--- config.mk ---
export PLATFORM = sky130hd
export DESIGN_NAME = seven_seg_scanner
export DESIGN_NICKNAME = d
export VERILOG_FILES = /design/src/rtl/seven_seg_scanner_pkg.sv /design/src/rtl/seven_seg_scanner_two_digit_bcd.sv /design/src/rtl/seven_seg_scanner.sv
export SDC_FILE = /design/constraint.sdc
export NUM_CORES = 1
export LEC_CHECK = 0
export CAP_MARGIN = 20
export CORE_UTILIZATION = 54
export CTS_CLUSTER_SIZE = 40
export DETAILED_ROUTE_END_ITERATION = 16
export GPL_ROUTABILITY_DRIVEN = 0
export HOLD_SLACK_MARGIN = 0.02
export PLACE_DENSITY = 0.77
export SLEW_MARGIN = 10
export SYNTH_ARGS = -nofsm -noshare
export SYNTH_HDL_FRONTEND = slang
export SYNTH_HIERARCHICAL = 1
export SYNTH_SLANG_ARGS = --single-unit
--- constraint.sdc ---
create_clock -name clockSignal -period 5.8 [get_ports clockSignal]
set_input_delay 0.58 -clock clockSignal [delete_from_list [all_inputs] [get_ports clockSignal]]
set_output_delay 0.58 -clock clockSignal [all_outputs]
set_load 0.01 [all_outputs]
--- src/rtl/seven_seg_scanner_pkg.sv ---
// Shared constants and types for the eight-digit multiplexed clock display.
// Segment patterns are active-low in gfedcba order.
package seven_seg_scanner_pkg;

    localparam int unsigned NUM_DIGITS = 8;
    localparam logic [6:0]  BCD_MAX    = 7'd99;

    localparam logic [6:0] SEG_0     = 7'h40;
    localparam logic [6:0] SEG_1     = 7'h79;
    localparam logic [6:0] SEG_2     = 7'h24;
    localparam logic [6:0] SEG_3     = 7'h30;
    localparam logic [6:0] SEG_4     = 7'h19;
    localparam logic [6:0] SEG_5     = 7'h12;
    localparam logic [6:0] SEG_6     = 7'h02;
    localparam logic [6:0] SEG_7     = 7'h78;
    localparam logic [6:0] SEG_8     = 7'h00;
    localparam logic [6:0] SEG_9     = 7'h10;
    localparam logic [6:0] SEG_BLANK = 7'h7F;

    localparam logic [2:0] POS_HOURS_TENS   = 3'd7;
    localparam logic [2:0] POS_HOURS_ONES   = 3'd6;
    localparam logic [2:0] POS_MINUTES_TENS = 3'd5;
    localparam logic [2:0] POS_MINUTES_ONES = 3'd4;
    localparam logic [2:0] POS_SECONDS_TENS = 3'd3;
    localparam logic [2:0] POS_SECONDS_ONES = 3'd2;
    localparam logic [2:0] POS_CENTIS_TENS  = 3'd1;
    localparam logic [2:0] POS_CENTIS_ONES  = 3'd0;

    typedef struct packed {
        logic [4:0] hours;
        logic [5:0] minutes;
        logic [5:0] seconds;
        logic [6:0] centis;
    } snapshot_t;

    function automatic logic [6:0] seg_encode(input logic [3:0] bcd);
        case (bcd)
            4'd0:    return SEG_0;
            4'd1:    return SEG_1;
            4'd2:    return SEG_2;
            4'd3:    return SEG_3;
            4'd4:    return SEG_4;
            4'd5:    return SEG_5;
            4'd6:    return SEG_6;
            4'd7:    return SEG_7;
            4'd8:    return SEG_8;
            4'd9:    return SEG_9;
            default: return SEG_BLANK;
        endcase
    endfunction

endpackage

--- src/rtl/seven_seg_scanner_two_digit_bcd.sv ---
// Combinational binary-to-two-digit-BCD converter; values above 99 saturate
// so an out-of-range field still shows a sane 99 instead of garbage.
module two_digit_bcd
    import seven_seg_scanner_pkg::*;
(
    input  logic [6:0] bin,
    output logic [3:0] tens,
    output logic [3:0] ones
);

    logic [6:0] clamped;

    always_comb begin
        clamped = (bin > BCD_MAX) ? BCD_MAX : bin;
        tens    = 4'(clamped / 7'd10);
        ones    = 4'(clamped % 7'd10);
    end

endmodule

--- src/rtl/seven_seg_scanner.sv ---
// Time-multiplexed driver for an 8-digit HH.MM.SS.cc display with a tear-free
// frame snapshot and an alarm blink that blanks every digit on alternate phases.
module seven_seg_scanner
    import seven_seg_scanner_pkg::*;
#(
    parameter int unsigned SCAN_DIV  = 4,
    parameter int unsigned BLINK_DIV = 25
) (
    input  logic                  clockSignal,
    input  logic                  startOrStop,
    input  logic [4:0]            hoursIn,
    input  logic [5:0]            minutesIn,
    input  logic [5:0]            secondsIn,
    input  logic [6:0]            centisIn,
    input  logic                  ringIn,
    output logic [NUM_DIGITS-1:0] anode,
    output logic [6:0]            segments,
    output logic                  dp,
    output logic                  frameDone
);

    localparam logic [15:0] DIV_LAST   = 16'(SCAN_DIV - 1);
    localparam logic [7:0]  BLINK_LAST = 8'(BLINK_DIV - 1);

    logic [15:0]           div_q, div_d;
    logic [2:0]            idx_q, idx_d;
    snapshot_t             snap_q, snap_d;
    logic [7:0]            frame_cnt_q, frame_cnt_d;
    logic                  phase_q, phase_d;
    logic                  frame_done_q, frame_done_d;
    logic [NUM_DIGITS-1:0] anode_q, anode_d;
    logic [6:0]            seg_q, seg_d;
    logic                  dp_q, dp_d;

    logic       load;
    logic       div_wrap;
    logic [2:0] pos;
    logic [6:0] field_bin [4];
    logic [3:0] tens      [4];
    logic [3:0] ones      [4];
    logic [3:0] digit_val;
    logic       digit_blank;

    always_comb begin
        div_wrap     = (div_q == DIV_LAST);
        load         = (div_q == '0) && (idx_q == '0);
        div_d        = div_wrap ? '0 : div_q + 16'd1;
        idx_d        = div_wrap ? idx_q + 3'd1 : idx_q;
        snap_d       = load ? '{hours: hoursIn, minutes: minutesIn,
                                seconds: secondsIn, centis: centisIn}
                            : snap_q;
        frame_done_d = load;

        // Blink phase advances on frame boundaries only while the alarm rings.
        frame_cnt_d = frame_cnt_q;
        phase_d     = phase_q;
        if (!ringIn) begin
            frame_cnt_d = '0;
            phase_d     = 1'b0;
        end else if (load) begin
            if (frame_cnt_q == BLINK_LAST) begin
                frame_cnt_d = '0;
                phase_d     = ~phase_q;
            end else begin
                frame_cnt_d = frame_cnt_q + 8'd1;
            end
        end
    end

    // Decode from the next snapshot so the digit shown on the load cycle
    // already belongs to the new frame.
    assign field_bin[0] = {2'b00, snap_d.hours};
    assign field_bin[1] = {1'b0, snap_d.minutes};
    assign field_bin[2] = {1'b0, snap_d.seconds};
    assign field_bin[3] = snap_d.centis;

    generate
        for (genvar gi = 0; gi < 4; gi++) begin : g_bcd
            two_digit_bcd u_bcd (
                .bin  (field_bin[gi]),
                .tens (tens[gi]),
                .ones (ones[gi])
            );
        end
    endgenerate

    always_comb begin
        pos         = ~idx_q;
        digit_val   = '0;
        digit_blank = 1'b0;
        case (pos)
            POS_HOURS_TENS: begin
                digit_val   = tens[0];
                digit_blank = (tens[0] == 4'd0);
            end
            POS_HOURS_ONES:   digit_val = ones[0];
            POS_MINUTES_TENS: digit_val = tens[1];
            POS_MINUTES_ONES: digit_val = ones[1];
            POS_SECONDS_TENS: digit_val = tens[2];
            POS_SECONDS_ONES: digit_val = ones[2];
            POS_CENTIS_TENS:  digit_val = tens[3];
            POS_CENTIS_ONES:  digit_val = ones[3];
            default:          digit_val = '0;
        endcase
        seg_d   = digit_blank ? SEG_BLANK : seg_encode(digit_val);
        anode_d = phase_d ? '1 : ~(NUM_DIGITS'(1) << pos);
        dp_d    = !((pos == POS_HOURS_ONES) || (pos == POS_MINUTES_ONES) ||
                    (pos == POS_SECONDS_ONES));
    end

    always_ff @(posedge clockSignal or posedge startOrStop) begin
        if (startOrStop) begin
            div_q        <= '0;
            idx_q        <= '0;
            snap_q       <= '0;
            frame_cnt_q  <= '0;
            phase_q      <= 1'b0;
            frame_done_q <= 1'b0;
            anode_q      <= '1;
            seg_q        <= SEG_BLANK;
            dp_q         <= 1'b1;
        end else begin
            div_q        <= div_d;
            idx_q        <= idx_d;
            snap_q       <= snap_d;
            frame_cnt_q  <= frame_cnt_d;
            phase_q      <= phase_d;
            frame_done_q <= frame_done_d;
            anode_q      <= anode_d;
            seg_q        <= seg_d;
            dp_q         <= dp_d;
        end
    end

    assign anode     = anode_q;
    assign segments  = seg_q;
    assign dp        = dp_q;
    assign frameDone = frame_done_q;

endmodule

Word level (Yosys, flattened, before mapping)
Memory sizes are Yosys's and may differ from the RTL's.
Cells that the tools add are included.
- bits in registers: 69
- latch bits: 0
- bits in writable memories: 0
- memory bits (read-only): 112
- input bits: 27
- word-level logic and storage cells: 66
- memories kept: 1
- add/sub/neg operators: 3
- multipliers: 0
- div/mod/pow operators: 8
- order comparisons: 4
- eq/ne operators: 10
- shifts and indexed selects: 1
- mux-type cells: 16
- bitwise operators: 3
- reductions and logical operators: 8
- memory list (name ; depth ; width ; rd ports ; clocked after memory_dff ; write ports ; RTL line ; text):
    (no name shown) ; 16 ; 7 ; 1 ; 0 ; 0 ; seven_seg_scanner_pkg.sv:37 ; case (bcd)
- operators by type and width (cell ; number):
    two-way mux 7 bit ; 5
    two-way mux 8 bit ; 4
    case mux 4 bit (8 select lines) ; 1
    divider 7 x 4 -> 7 bit (second input constant) ; 4
    remainder unit 7 x 4 -> 7 bit (second input constant) ; 4
    two-way mux 24 bit ; 1
    adder 16 x 1 -> 16 bit (second input constant) ; 1
    equality test 16 x 2 -> 1 bit (second input constant) ; 1
    logical NOT 16 bit ; 1
    two-way mux 16 bit ; 1
    > comparator 6 x 7 -> 1 bit (second input constant) ; 2
    equality test 3 bit (second input constant) ; 4
    adder 8 x 1 -> 8 bit (second input constant) ; 1
    equality test 8 x 5 -> 1 bit (second input constant) ; 1
    NOT 8 bit ; 1
    << shifter 1 x 3 -> 8 bit (first input constant) ; 1
    > comparator 5 x 7 -> 1 bit (second input constant) ; 1
    > comparator 7 bit (second input constant) ; 1
    equality test 3 x 2 -> 1 bit (second input constant) ; 2
    logical NOT 3 bit ; 2
    logical NOT 4 bit ; 1
    two-way mux 1 bit ; 4
    adder 3 x 1 -> 3 bit (second input constant) ; 1
    equality test 3 x 1 -> 1 bit (second input constant) ; 1
    6 further kinds ; 7

Depth between registers and ports, before layout
Gate-level depths: netlist of the first run.
- depth in word-level cells: 9
- depth in mapped cells: 35

Cells and area by module
The synthesis of the first run kept the hierarchy.
- modules (own cells, without submodules) (module ; instances ; cells an instance ; area an instance (µm²) ; sequential area each (µm²)):
    seven_seg_scanner ; 1 ; 340 ; 3355.7 ; 1746.7
    two_digit_bcd (g_bcd[0].u_bcd ...) ; 3 ; 98 ; 651.9 ; 0.0
    two_digit_bcd (g_bcd[3].u_bcd) ; 1 ; 91 ; 646.9 ; 0.0

Worst setup path before layout of the first run
OpenSTA, ideal clock, no wires.
- path kind: flip-flop to flip-flop
- start point: reg idx_q[0]
- end point: reg seg_q[0] (netlist: segments[0])
- setup time: 64 ps
- arrival time: 6029 ps
- data required time: 5736 ps
- slack: -293 ps
- cell stages (with the launch flop): 32
- path buffers: 4
- path through: dfrtp_1 -> inv_1 -> ha_1 -> nor2b_1 -> nand2_1 -> or2_0 -> inv_1 -> clkbuf_1 -> nand2_1 -> nand2_1 -> buf_2 -> inv_2 -> ha_1 -> clkbuf_1 -> o21a_1 -> o21ai_0 -> ha_1 -> clkbuf_1 -> a211oi_1 -> a311o_1 -> a21o_1 -> o211ai_1 -> inv_1 -> ha_1 -> o21ai_0 -> a21o_1 -> xnor2_1 -> mux2_2 -> a221oi_1 -> a31oi_4 -> or4b_1 -> nand3_1
- elaborated cells between the ends (all ways): 33
- RTL lines (what ; RTL line ; text):
    start: declaration ; seven_seg_scanner.sv:26 ; logic [2:0] idx_q, idx_d;
    start signal: assignment ; seven_seg_scanner.sv:124 ; idx_q <= idx_d;
    NOT 3 bit (*) ; seven_seg_scanner.sv:88 ; pos = ~idx_q;
    named net pos[0] ; seven_seg_scanner.sv:37 ; logic [2:0] pos;
    equality test 3 x 1 -> 1 bit, or another cell as far along ; seven_seg_scanner.sv:91 ; case (pos)
    case mux 4 bit (8 select lines) ; seven_seg_scanner.sv:91 ;
    memory read (16 x 7 bit) ; - ;
    two-way mux 7 bit (*) ; seven_seg_scanner.sv:105 ; seg_d = digit_blank ? SEG_BLANK : seg_encode(digit_val);
    named net seg_d[0] ; seven_seg_scanner.sv:32 ; logic [6:0] seg_q, seg_d;
    end signal: assignment ; seven_seg_scanner.sv:130 ; seg_q <= seg_d;
    end: declaration ; seven_seg_scanner.sv:32 ;
The timed path passes the listed nets; every way through them passes the cells marked *.
A chain may end at the register's enable or synchronous reset.

Worst setup path in the final report of the first run
Ends and elaborated chain as after synthesis.

==> results_dict.tcl, run 1 <==
set metrics [dict create \
    p_leak_nw 3.03 \
    min_from "div_q[13]" \
    detailed_place_hpwl_um 10500 \
    synthTopCellsByArea "dfrtp_1 (22%), nand2_1 (7.6%), dfstp_2 (7.1%)" \
    worstMarginPinSlew_ns 0.867 \
    drt_iter0_markers 309 \
    post-route-drc-count 0 \
    synth-edff-count 0 \
    vias_per_cell 5.96 \
    worst_slack_ns 0.272 \
    ys_top_cells_by_count "nand2_1 (120), dfrtp_1 (53), nor2_1 (43)" \
    clockBufferDepth 2 \
    synth_compound_gate_area_share_pct 23.6 \
    placed_area_um2 6560 \
    pre_cts_ws_ns -0.134 \
    port_buffers 43 \
    critPathArrivalTime_ns 5.81 \
    drive_gt1_share_pct 17.4 \
    setup_tns_ns 0 \
    holdPathStages 1 \
    grt_util_all_layers_pct 25.7 \
    synth_seq_area_share_pct 29.3 \
    final_nets 836 \
    irDropWorstVdd_mv 0.182 \
    critical_path.max_stage_delay_ns 0.44 \
    coreArea_um2 10500 \
    r2r-end "segments[0]" \
    cts_tree "yes" \
    wl_per_cell_um 15.7 \
    routed_wl_um 14500 \
    reg2reg_depth 31 \
    slew_viol_final 0 \
    htreeDepth 3 \
    synth-seq-cells 69 \
    antenna_cells 0 \
    syn_area_um2 5960 \
    yosys.area.top_type "dfrtp_1" \
    insertion_delay_ns 0.37 \
    status "complete, no violations" \
    crit_fanout 14 \
    synthFlopType "dfrtp_1" \
    muxShareOfSynthArea_pct 2.37 \
    finalSetupViolations 0 \
    max_freq_mhz 181 \
    r2r_setup_slack_ns 0.27 \
    grt_overflow_total 0 \
    r2r-start "idx_q[0]" \
    synthXorXnorAreaFrac_pct 3.09 \
    areaGrowthSynthToFinish_pct 17.1 \
    io_pins 44 \
    cts_buffers 9 \
    cp-startpoint "idx_q[0]" \
    hold_path.class "flop to flop" \
    endpoint_kind "flop" \
    syn_avg_cell_area_um2 8.22 \
    cp_common_cell "ha_1" \
    drv_cap 0 \
    fin_util_pct 66.4 \
    ys_warn_count 6 \
    ant_nets 0 \
    critical_path.slowest_cell "dfrtp_1" \
    postCtsHoldBufs 0 \
    power_density_nw_per_um2 197 \
    ys_async_sr_fraction_pct 100 \
    synth_top_family_by_area "simple AND/OR/NAND/NOR gates" \
    start_kind "flop" \
    clk_pin_slew_ns 0.08 \
    drt-pass1-iter-count 5 \
    syn_inst 725 \
    fp-row-count 37 \
    grt_pass1_wl_um 23700 \
    holdPathEnd "div_q[13]" \
    initial_core_util_pct 56.7 \
    final_area_um2 6980 \
    ys_types 84 \
    antenna_found_initial 0 \
    worstSetupPathType "flop to flop" \
    fillCellCount 874 \
    skew_ns 0.0134 \
    dieArea_um2 11500 \
    post-route-min-period_ns 5.53 \
    yosysMostFrequentCell "nand2_1" \
    whs_ns 0.516 \
    die_w_um 107 \
    dieHeight_um 107 \
    relSlewSlack_pct 42.2 \
    grt_pass1_vias 5176 \
    cp_data_required_time_ns 6.08 \
    cts.sinks 69 \
    synth_top_area_share_pct 22.3 \
    root_buffer "clkbuf_8" \
    route.vias.total 5509 \
    grt_max_degree 70 \
    synth-simple-area-share_pct 30.3 \
    hold_viol 0 \
    synth_fa_ha_area_share_pct 5.25 \
    period_share_pct 95.3 \
]
==> state kept, by name, summed over array words and instances (netlist names) <==
signal,count
frameDone,1
div_q,16
snap_q,24
frame_cnt_q,8
anode,8
dp,1
segments,7
idx_q,3
phase_q,1
==> cell families after synthesis <==
family,Yosys count
simple gates,329
compound gates,190
other cells,1
mux,13
fa+ha+maj,25
xor+xnor,21
flops,69
buf+inv,77
==> layout make-up <==
class | instances | area [µm²] | area share [%]
tap | 136 | 170 | 2.44
sequential | 69 | 1750 | 25.0
multi-input combinational | 587 | 4030 | 57.7
clock buffer | 11 | 141 | 2.03
timing repair buffer | 77 | 706 | 10.1
inverter | 40 | 153 | 2.19
clock inverter | 5 | 35.0 | 0.502
==> worst max-delay path by stage <==
stage	to	slack, ns	cells after the start
after floorplan	segments[0]	0.002	32
after global placement	segments[0]	0.17	27
after detailed placement	segments[0]	-0.13	29
after CTS	segments[0]	0.01	28
after global routing	segments[0]	-0.12	29
final	segments[0]	0.27	31
==> layout by cell type (no fill, tap or decap), types with 5 or more instances in the layout <==
| master | netlist | layout |
|---|---|---|
| and2_1 | 11 | 11 |
| nor3b_1 | 12 | 12 |
| ha_1 | 25 | 18 |
| mux2_2 | 5 | 5 |
| or3_1 | 5 | 5 |
| o21a_1 | 12 | 12 |
| nand2b_1 | 18 | 18 |
| dfrtp_1 | 53 | 52 |
| o21ai_0 | 28 | 26 |
| o21ai_1 | 3 | 5 |
| buf_4 | 1 | 31 |
| clkdlybuf4s50_1 | 0 | 43 |
| a211oi_1 | 11 | 11 |
| inv_1 | 37 | 34 |
| mux2i_1 | 7 | 7 |
| nor3_1 | 12 | 11 |
| o31ai_1 | 8 | 7 |
| nand3_1 | 25 | 25 |
| a21o_1 | 11 | 11 |
| xor2_1 | 6 | 6 |
| nand2_1 | 120 | 118 |
| o22ai_1 | 8 | 8 |
| nand3b_1 | 5 | 5 |
| ha_2 | 0 | 5 |
| conb_1 | 1 | 9 |
| nor2_1 | 43 | 43 |
| o221ai_1 | 7 | 5 |
| inv_2 | 3 | 5 |
| a21oi_1 | 34 | 33 |
| dfstp_2 | 16 | 16 |
| nor2b_1 | 27 | 26 |
| clkbuf_8 | 0 | 10 |
| xnor2_1 | 15 | 15 |
| nor4_1 | 9 | 6 |
| a22o_1 | 5 | 5 |
| a31oi_1 | 5 | 5 |
==> power by group <==
part | total (mW) | leakage (nW) | switching [mW] | internal, mW
clock network | 0.360 | 0.0897 | 0.192 | 0.167
registers | 0.516 | 0.842 | 0.00537 | 0.511
logic | 0.497 | 2.10 | 0.269 | 0.228
total | 1.37 | 3.03 | 0.466 | 0.906
==> per-layer routing <==
metal	GRT usage (%)	vias to the layer above	share of wire, %
met5	0	-	0
met1	32.6	2615	45
met2	44.0	171	49
met4	10.2	0	1.3
met3	3.71	20	4.2
li1	-	2703	-
==> worst max-delay path, delay by kind of cell (launching register included) <==
kind                     cells  cell delay [ns]
XOR/XNOR                     1             0.13
buffers and inverters        7             0.75
adder cells (fa/ha/maj)      5             1.03
flip-flops                   1             0.44
AO/OA/AOI/OAI               12             2.29
AND/OR/NAND/NOR              6             0.78
==> through the flow <==
stage	total power, mW	instances
CTS	1.33	912
floorplan	0.857	733
finish	1.37	925
global placement	0.951	896
detailed placement	0.968	896
global route	1.45	925
==> repair_timing <==
item / 4_1_cts / 5_1_grt
resized for setup: 3 / 31
buffers inserted: 0 / 13
endpoints found under the setup margin: 7 / 7
pin swaps: 0 / 12
Note: power is estimated with default switching activity, not from simulation.
==> run 2: changes to the inputs <==
- CORE_MARGIN: unset -> 5
==> run 2 against run 1 <==
  * Worst setup slack worse by 0.012 ns
  * Routed wire length grew 2.8%
  * First-iteration DRC count rose by 2.9%
  * Register-to-register slack about the same
  * Power is 0.47% higher
  * Sequential power about the same
  * Non-clock buffer count rose by 2
  * Cell area up 0.29%
==> results_dict.tcl, run 2 (same netlist as run 1, synthesis figures left out) <==
set metrics [dict create \
    drive_gt1_share_pct 18.3 \
    post-route-min-period_ns 5.54 \
    fillCellCount 879 \
    drt-pass1-iter-count 4 \
    crit_fanout 11 \
    netSwitchingFraction_pct 35.2 \
    cts_buffers 9 \
    detailed_place_hpwl_um 10800 \
    reg_top3 "snap_q: 24 flops, div_q: 16 flops" \
    power_density_nw_per_um2 197 \
    final_common_cell "nand2_1" \
    pwr-share-comb_pct 35.9 \
    grt_max_degree 70 \
    worstMarginPinSlew_ns 0.885 \
    post-route-drc-count 0 \
    ant_nets 0 \
    power.internal_mw 0.894 \
    power_mw 1.38 \
    max_freq_mhz 181 \
    cts_tree "yes" \
    irDropWorstVdd_mv 0.121 \
    grt_overflow_total 0 \
    grt_pass1_wl_um 24300 \
    relSlewSlack_pct 41.0 \
    placed_area_um2 6590 \
    cp_data_required_time_ns 6.02 \
    insertion_delay_ns 0.37 \
    hold_viol 0 \
    grt_pass1_vias 5284 \
    min_from "div_q[11]" \
    initial_core_util_pct 55.0 \
    port_buffers 43 \
    routed_wl_um 15000 \
    status "complete, no violations" \
    drv_cap 0 \
    clockBufferDepth 2 \
    wl_per_cell_um 16.0 \
    r2r-start "div_q[3]" \
    clk_pin_slew_ns 0.08 \
    io_pins 44 \
    skew_ns 0.0145 \
    holdPathStages 1 \
    p_leak_nw 3.02 \
    hold_path.class "flop to flop" \
    fin_cells 932 \
    finalSetupViolations 0 \
    htreeDepth 3 \
    fp-row-count 38 \
    grt_util_all_layers_pct 22.4 \
    die_w_um 115 \
    root_buffer "clkbuf_8" \
    p_clk_share_pct 26.7 \
    start_kind "flop" \
    areaGrowthSynthToFinish_pct 17.5 \
    coreArea_um2 10800 \
    p_switching_mw 0.485 \
    r2r_setup_slack_ns 0.26 \
    dieArea_um2 13200 \
    setup_tns_ns 0 \
    critPathArrivalTime_ns 5.76 \
    largest_reg_flops 24 \
    endpoint_kind "flop" \
    antenna_cells 0 \
    reg2reg_depth 26 \
    period_share_pct 95.5 \
    r2r-end "segments[2]" \
    drt_iter0_markers 318 \
    postCtsHoldBufs 0 \
    cts.sinks 69 \
    final_nets 839 \
    power_frac_seq_pct 37.4 \
    regMostFlops "snap_q" \
    slew_viol_final 0 \
    dpl.cell_count 903 \
    antenna_found_initial 0 \
    final_area_um2 7000 \
    worstSetupPathType "flop to flop" \
    final_cell_mix "nand2_1 (119), dfrtp_1 (50), nor2_1 (43), clkdlybuf4s50_1 (43), buf_4 (35)" \
    dieHeight_um 115 \
    route.vias.total 5583 \
    holdPathEnd "div_q[11]" \
    vias_per_cell 5.99 \
]
## run 2: critical path: stages (launching register included)
cell	delay (ns)
dfrtp_1	0.44
nor4_2	0.27
nand4_1	0.17
or2_4	0.31
buf_4	0.15
nand2_1	0.06
nand2_1	0.12
a21oi_2	0.15
ha_1	0.20
nand3_1	0.09
o21a_1	0.11
o21ai_1	0.15
ha_2	0.31
nor2b_1	0.14
o31ai_2	0.26
o221ai_2	0.16
nor3_2	0.24
nor3_2	0.08
ha_2	0.34
a21o_1	0.08
o22ai_1	0.06
o21bai_1	0.21
a22o_1	0.23
a221oi_1	0.26
a31oi_1	0.18
buf_4	0.23
o311ai_0	0.41
## run 2: area by class of cell
class                           instances  area, µm²  area share (%)
Inverter                               40        150            2.15
Tap cell                              140        175            2.50
Multi-Input combinational cell        588       4040            57.7
Clock inverter                          6       46.3           0.662
Timing Repair Buffer                   79        713            10.2
Sequential cell                        69       1750            25.0
Clock buffer                           10        128            1.82
## run 2: through the flow
step | hold slack (ns) | util [%] | setup WS (ns)
after floorplan | 0.447 | - | 0.00154
after global placement | 0.474 | 60.8 | 0.172
after detailed placement | 0.467 | 60.8 | -0.175
after CTS | 0.483 | 62.9 | 0.0149
after global routing | 0.548 | 64.6 | -0.0190
final | 0.520 | 64.6 | 0.260
## run 2: power by group through the flow
stage / sequential (mW) / clock, mW / combinational [mW]
finish: 0.516 / 0.368 / 0.494
global route: 0.518 / 0.388 / 0.535
CTS: 0.516 / 0.369 / 0.456
detailed placement: 0.525 / 0 / 0.447
global placement: 0.525 / 0 / 0.431
floorplan: 0.532 / 0 / 0.326
## run 2: metal layers
| layer | GRT usage, % | routed length [µm] |
|---|---|---|
| met1 | 28.3 | 6540 |
| met2 | 38.1 | 7340 |
| met3 | 3.26 | 695 |
| met4 | 9.78 | 381 |
| met5 | 0 | 0 |
## run 2: worst max-delay path by stage
stage / start / slack (ns) / endpoint / depth (start not counted)
final: div_q[3] / 0.26 / segments[2] / 26
after global routing: div_q[7] / -0.02 / segments[3] / 27
after CTS: idx_q[1] / 0.01 / segments[3] / 29
after detailed placement: idx_q[1] / -0.18 / segments[3] / 30
after global placement: idx_q[1] / 0.17 / segments[3] / 28
after floorplan: idx_q[0] / 0.002 / segments[0] / 32
## run 2: what timing repair did
| item | in CTS | in global routing |
|---|---|---|
| cloned | 0 | 1 |
| setup endpoints to repair | 7 | 7 |
| resized for setup | 9 | 27 |
| buffers inserted | 2 | 10 |
| pin swaps | 4 | 9 |
